## src/rtl/t_ff_bank_sequencer.sv

```systemverilog
// t_ff_bank_sequencer: FSM driving a WIDTH-bit bank of T flip-flops as an
// up/down counter that stops on a programmed target.
// Optional feature macro: TFF_SEQ_STEP_CNT_EN (adds step_cnt output).

// Single T flip-flop with synchronous clear; one instance per bank bit.
module t_ff_bank_sequencer_cell (
  input  logic clk,
  input  logic reset,
  input  logic clr,
  input  logic t,
  output logic q
);
  // toggle on t, clear wins
  always_ff @(posedge clk or negedge reset) begin
    if (!reset)   q <= 1'b0;
    else if (clr) q <= 1'b0;
    else          q <= q ^ t;
  end
endmodule

module t_ff_bank_sequencer #(
  parameter int WIDTH = 8
) (
  input  logic             clk,
  input  logic             reset,
  input  logic             start,
  input  logic             stop,
  input  logic             clear,
  input  logic             up_down,
  input  logic [WIDTH-1:0] target,
  output logic [WIDTH-1:0] t_en,
  output logic [WIDTH-1:0] data_out,
  output logic             busy,
  output logic             done
`ifdef TFF_SEQ_STEP_CNT_EN
  ,output logic [WIDTH:0]  step_cnt
`endif
);

  typedef enum logic [1:0] {S_IDLE, S_RUN, S_PAUSE, S_DONE} state_t;

  state_t           state, state_nxt;
  logic             dir_q;
  logic [WIDTH-1:0] tgt_q;
  logic [WIDTH-1:0] tog;
  logic             bank_clr;
  logic             launch;
  logic             at_tgt;

  assign at_tgt = (data_out == tgt_q);

  // carry/borrow chain: bit i toggles when all lower bits are 1 (up) or 0 (down)
  assign tog[0] = 1'b1;
  generate
    for (genvar i = 1; i < WIDTH; i++) begin : g_tog
      assign tog[i] = dir_q ? (&data_out[i-1:0]) : ~(|data_out[i-1:0]);
    end
    for (genvar i = 0; i < WIDTH; i++) begin : g_bank
      t_ff_bank_sequencer_cell u_cell (
        .clk   (clk),
        .reset (reset),
        .clr   (bank_clr),
        .t     (t_en[i]),
        .q     (data_out[i])
      );
    end
  endgenerate

  // state register
  always_ff @(posedge clk or negedge reset) begin
    if (!reset) state <= S_IDLE;
    else        state <= state_nxt;
  end

  // next state and outputs; stop beats start everywhere
  always_comb begin
    state_nxt = state;
    t_en      = '0;
    busy      = 1'b0;
    done      = 1'b0;
    bank_clr  = 1'b0;
    launch    = 1'b0;
    case (state)
      S_IDLE: begin
        bank_clr = clear;
        if (start && !stop) begin
          launch    = 1'b1;
          state_nxt = S_RUN;
        end
      end
      S_RUN: begin
        busy = 1'b1;
        if (stop)        state_nxt = S_PAUSE;
        else if (at_tgt) state_nxt = S_DONE;
        else             t_en = tog;
      end
      S_PAUSE: begin
        busy = 1'b1;
        if (stop)       state_nxt = S_IDLE;
        else if (start) state_nxt = S_RUN;
      end
      S_DONE: begin
        done      = 1'b1;
        state_nxt = S_IDLE;
      end
      default: state_nxt = S_IDLE;
    endcase
  end

  // run parameters captured at launch and held for the whole run
  always_ff @(posedge clk or negedge reset) begin
    if (!reset) begin
      dir_q <= 1'b1;
      tgt_q <= '0;
    end else if (launch) begin
      dir_q <= up_down;
      tgt_q <= target;
    end
  end

`ifdef TFF_SEQ_STEP_CNT_EN
  // count toggle cycles of the current run, saturating
  always_ff @(posedge clk or negedge reset) begin
    if (!reset)                            step_cnt <= '0;
    else if (launch)                       step_cnt <= '0;
    else if ((|t_en) && !(&step_cnt))      step_cnt <= step_cnt + 1'b1;
  end
`endif

endmodule

```

## config.mk

```make
export PLATFORM = sky130hd
export DESIGN_NAME = t_ff_bank_sequencer
export DESIGN_NICKNAME = d
export VERILOG_FILES = /design/src/rtl/t_ff_bank_sequencer.sv
export SDC_FILE = /design/constraint.sdc
export NUM_CORES = 1
export LEC_CHECK = 0
export CORE_MARGIN = 2
export CORE_UTILIZATION = 51
export DETAILED_ROUTE_END_ITERATION = 8
export GPL_ROUTABILITY_DRIVEN = 0
export PLACE_DENSITY = 0.8
export SLEW_MARGIN = 30
export SYNTH_ARGS = -nofsm -noshare
export SYNTH_HDL_FRONTEND = slang
export SYNTH_SLANG_ARGS = --single-unit
```

## constraint.sdc

```tcl
create_clock -name clk -period 3.3 [get_ports clk]
set_input_delay 0.66 -clock clk [delete_from_list [all_inputs] [get_ports clk]]
set_output_delay 0.66 -clock clk [all_outputs]
set_load 0.005 [all_outputs]
```

==> impl_metrics.env, run 1 <==
export IMPL_outcome="finished, final reports clean"
export IMPL_syn_inst=123
export IMPL_io_buffer_count=31
export IMPL_syn_mean_instance_area_sq_um=9.867
export IMPL_place_inst=165
export IMPL_grt_max_degree=20
export IMPL_viasPerCell=5.189
export IMPL_dp_hpwl_um=1709
export IMPL_synthesis_area_sq_um=1214
export IMPL_yosysTopAreaCell="dfrtp_1"
export IMPL_power_leakage_nw=0.5974
export IMPL_overflow=0
export IMPL_postCtsHoldBufs=0
export IMPL_pin_count=32
export IMPL_wire_per_inst_um=13.44
export IMPL_dr_wl_met3_um=94
export IMPL_yosysSeqAreaShare=0.3928
export IMPL_cts_resized=0
export IMPL_cts_num_sinks=19
export IMPL_final_layout_size_suffix_gt1_frac=0.1348
export IMPL_rr_worst_depth=4
export IMPL_core_area_sq_um=2233
export IMPL_clock_latency_ns=0.29
export IMPL_min_delay_start="tgt_q[4]$_DFFE_PN0P_"
export IMPL_grt_use_total=0.1868
export IMPL_yosys_register_bits=19
export IMPL_hold_class="reg -> reg"
export IMPL_antenna_found_initial=0
export IMPL_final_common_cell="clkdlybuf4s50_1"
export IMPL_vias=877
export IMPL_powerDensity_nw_per_um2=842.5
export IMPL_worst_setup_path_type="reg -> out"
export IMPL_layoutNonFillerInstCount=169
export IMPL_worstPathRequired_ns=2.64
export IMPL_skew_ns=0.003254
export IMPL_min_period_ns=3.080
export IMPL_cts_tree="yes"
export IMPL_route_detailed_drc=0
export IMPL_clockBufferDepth=2
export IMPL_yosysUniqueCellTypes=29
export IMPL_drtPass1Iterations=4
export IMPL_cap_violations=0
export IMPL_dieArea_sq_um=2786
export IMPL_postCtsSetupBuffers=0
export IMPL_final_hold_violation_count=0
export IMPL_cp_end_kind="output port"
export IMPL_die_x_um=52.78
export IMPL_wl_um=2271
export IMPL_area_growth_syn_to_layout_pct=19.90
export IMPL_min_to="tgt_q[4]$_DFFE_PN0P_"
export IMPL_die_h_um=52.78
export IMPL_synth_area_leaders="dfrtp_1, buf_4, mux2_2"
export IMPL_setup_tns_ns=0
export IMPL_mostFrequentLayoutCells="clkdlybuf4s50_1, dfrtp_1, nor2_1"
export IMPL_path_cells="xnor2_1, nand4_1, o211ai_1, buf_4, nor2_1, clkdlybuf4s50_1"
export IMPL_arrival_ns=2.42
export IMPL_routed_top_layer="met4"
export IMPL_ys_warn_count=0
export IMPL_hold_depth=1
export IMPL_yosysTopAreaCellShare=0.3711
export IMPL_antenna_left=0
export IMPL_diodes=0
export IMPL_fin_nets=161
export IMPL_path_max_fanout=11
export IMPL_wl_met2_um=1097
export IMPL_cp_slowest_cell="o211ai_1"
export IMPL_fmax_mhz=324.7
export IMPL_drtIter0Drc=8
export IMPL_tightest_slew_ns=0.8681
export IMPL_slew_headroom=0.4195
export IMPL_start_util=0.5434
export IMPL_grt_pass1_wl_um=3726
export IMPL_r2r_end="g_bank[4].u_cell.q$_DFF_PN0_"
export IMPL_numCtsBuffers=3
export IMPL_max_stage_delay_ns=0.53
export IMPL_grt_pass1_vias=859
export IMPL_cts_max_level=1
export IMPL_fin_crit_sh=0.9334
export IMPL_drt_met1_wl_um=1053
export IMPL_maxSlewViolCount=0
export IMPL_syn_nets=142
export IMPL_regToRegSetupSlack_ns=1.30
export IMPL_peakVddDrop_mv=0.4482
export IMPL_rows=17
export IMPL_rsz0062_at_grt="false"
export IMPL_clockRootBuffer="clkbuf_4"
export IMPL_setup_viol_count_final=0
export IMPL_start_kind="flop"
export IMPL_r2r_start="g_bank[0].u_cell.q$_DFF_PN0_"
export IMPL_clk_pin_slew_ns=0.11
[power by group]
part | leakage (nW) | internal, mW | switching, mW
sequential | 0.236 | 0.345 | 0.133
combinational | 0.343 | 0.370 | 0.259
clock | 0.0177 | 0.0451 | 0.0733
total | 0.597 | 0.761 | 0.465
[worst max-delay path, delay by kind of cell (launching register included)]
family	cells	cell delay, ns
buf+inv	2	0.72
compound gates	1	0.53
flops	1	0.51
xor+xnor	1	0.20
simple gates	2	0.16
[cells by family (layout without fill, tap and decap cells)]
kind of cell	Yosys count	count (layout)	synth area share
buf+inv	22	40	0.1268
xor+xnor	10	10	0.07217
flops	19	19	0.3928
mux	14	14	0.1258
compound gates	15	15	0.07010
fa+ha+maj	5	5	0.05155
simple gates	38	38	0.1608
[final cells by class]
| cell class | instances | area [sq um] |
|---|---|---|
| fill | 200 | 778.2 |
| multi-input combinational | 82 | 583.1 |
| sequential | 19 | 476.7 |
| timing repair buffer | 32 | 317.8 |
| tap | 28 | 35.03 |
| clock buffer | 3 | 22.52 |
| inverter | 4 | 15.01 |
| clock inverter | 1 | 5.005 |
[worst max-delay path by stage]
stage,to,slack (ns),from
finish,t_en[6],0.22,g_bank[0].u_cell.q$_DFF_PN0_
global route,t_en[6],0.08,g_bank[0].u_cell.q$_DFF_PN0_
CTS,t_en[6],0.27,g_bank[0].u_cell.q$_DFF_PN0_
detailed placement,t_en[5],0.34,stop
global placement,t_en[7],0.38,stop
floorplan,t_en[4],1.14,g_bank[0].u_cell.q$_DFF_PN0_
[Yosys cell counts]
cell type  number
or3_1           2
or3_2           1
o21a_1          2
a21oi_1         7
nor3_1          2
dfstp_2         1
xnor2_1         8
or4_4           1
o211ai_1        1
or4_1           1
inv_1           4
ha_1            5
xor2_1          2
nand2_1         7
a22oi_1         1
and2_1          2
nor2b_1         1
nor2_1         13
o21ai_0         2
nor3_2          1
buf_4          17
mux2i_1         4
o21ai_1         2
nand3_1         1
nand4_1         3
buf_6           1
dfrtp_1        18
mux2_2         10
nand2b_1        3
[stage by stage]
step	utilization	cell area (sq um)	setup WS [ns]	hold WS, ns	total power [mW]
final	0.6515	1455	0.2199	0.5465	1.226
after global routing	0.6515	1455	0.07668	0.5586	1.335
after CTS	0.6515	1455	0.2655	0.5454	1.232
after detailed placement	0.6392	1428	0.3385	0.5187	1.112
after global placement	0.6392	1428	0.3800	0.5110	1.080
after floorplan	-	1214	1.138	0.3644	0.9402
[per-layer routing]
metal  track usage  up-vias
li1              -      432
met1        0.2391      418
met2        0.3083       23
met3       0.04286        4
met4       0.06410        0
met5             0        -
[state kept, by name, indices dropped and copies added (netlist names)]
register         cells
g_bank.u_cell.q      8
tgt_q                8
state                2
dir_q                1
No activity file was read; power rests on OpenSTA's default activity.
==> run 2, diff against run 1 <==
SLEW_MARGIN = 25   (was 30)
==> results of run 2 <==
Final layout, timing and power as in run 1 (identical DEF).
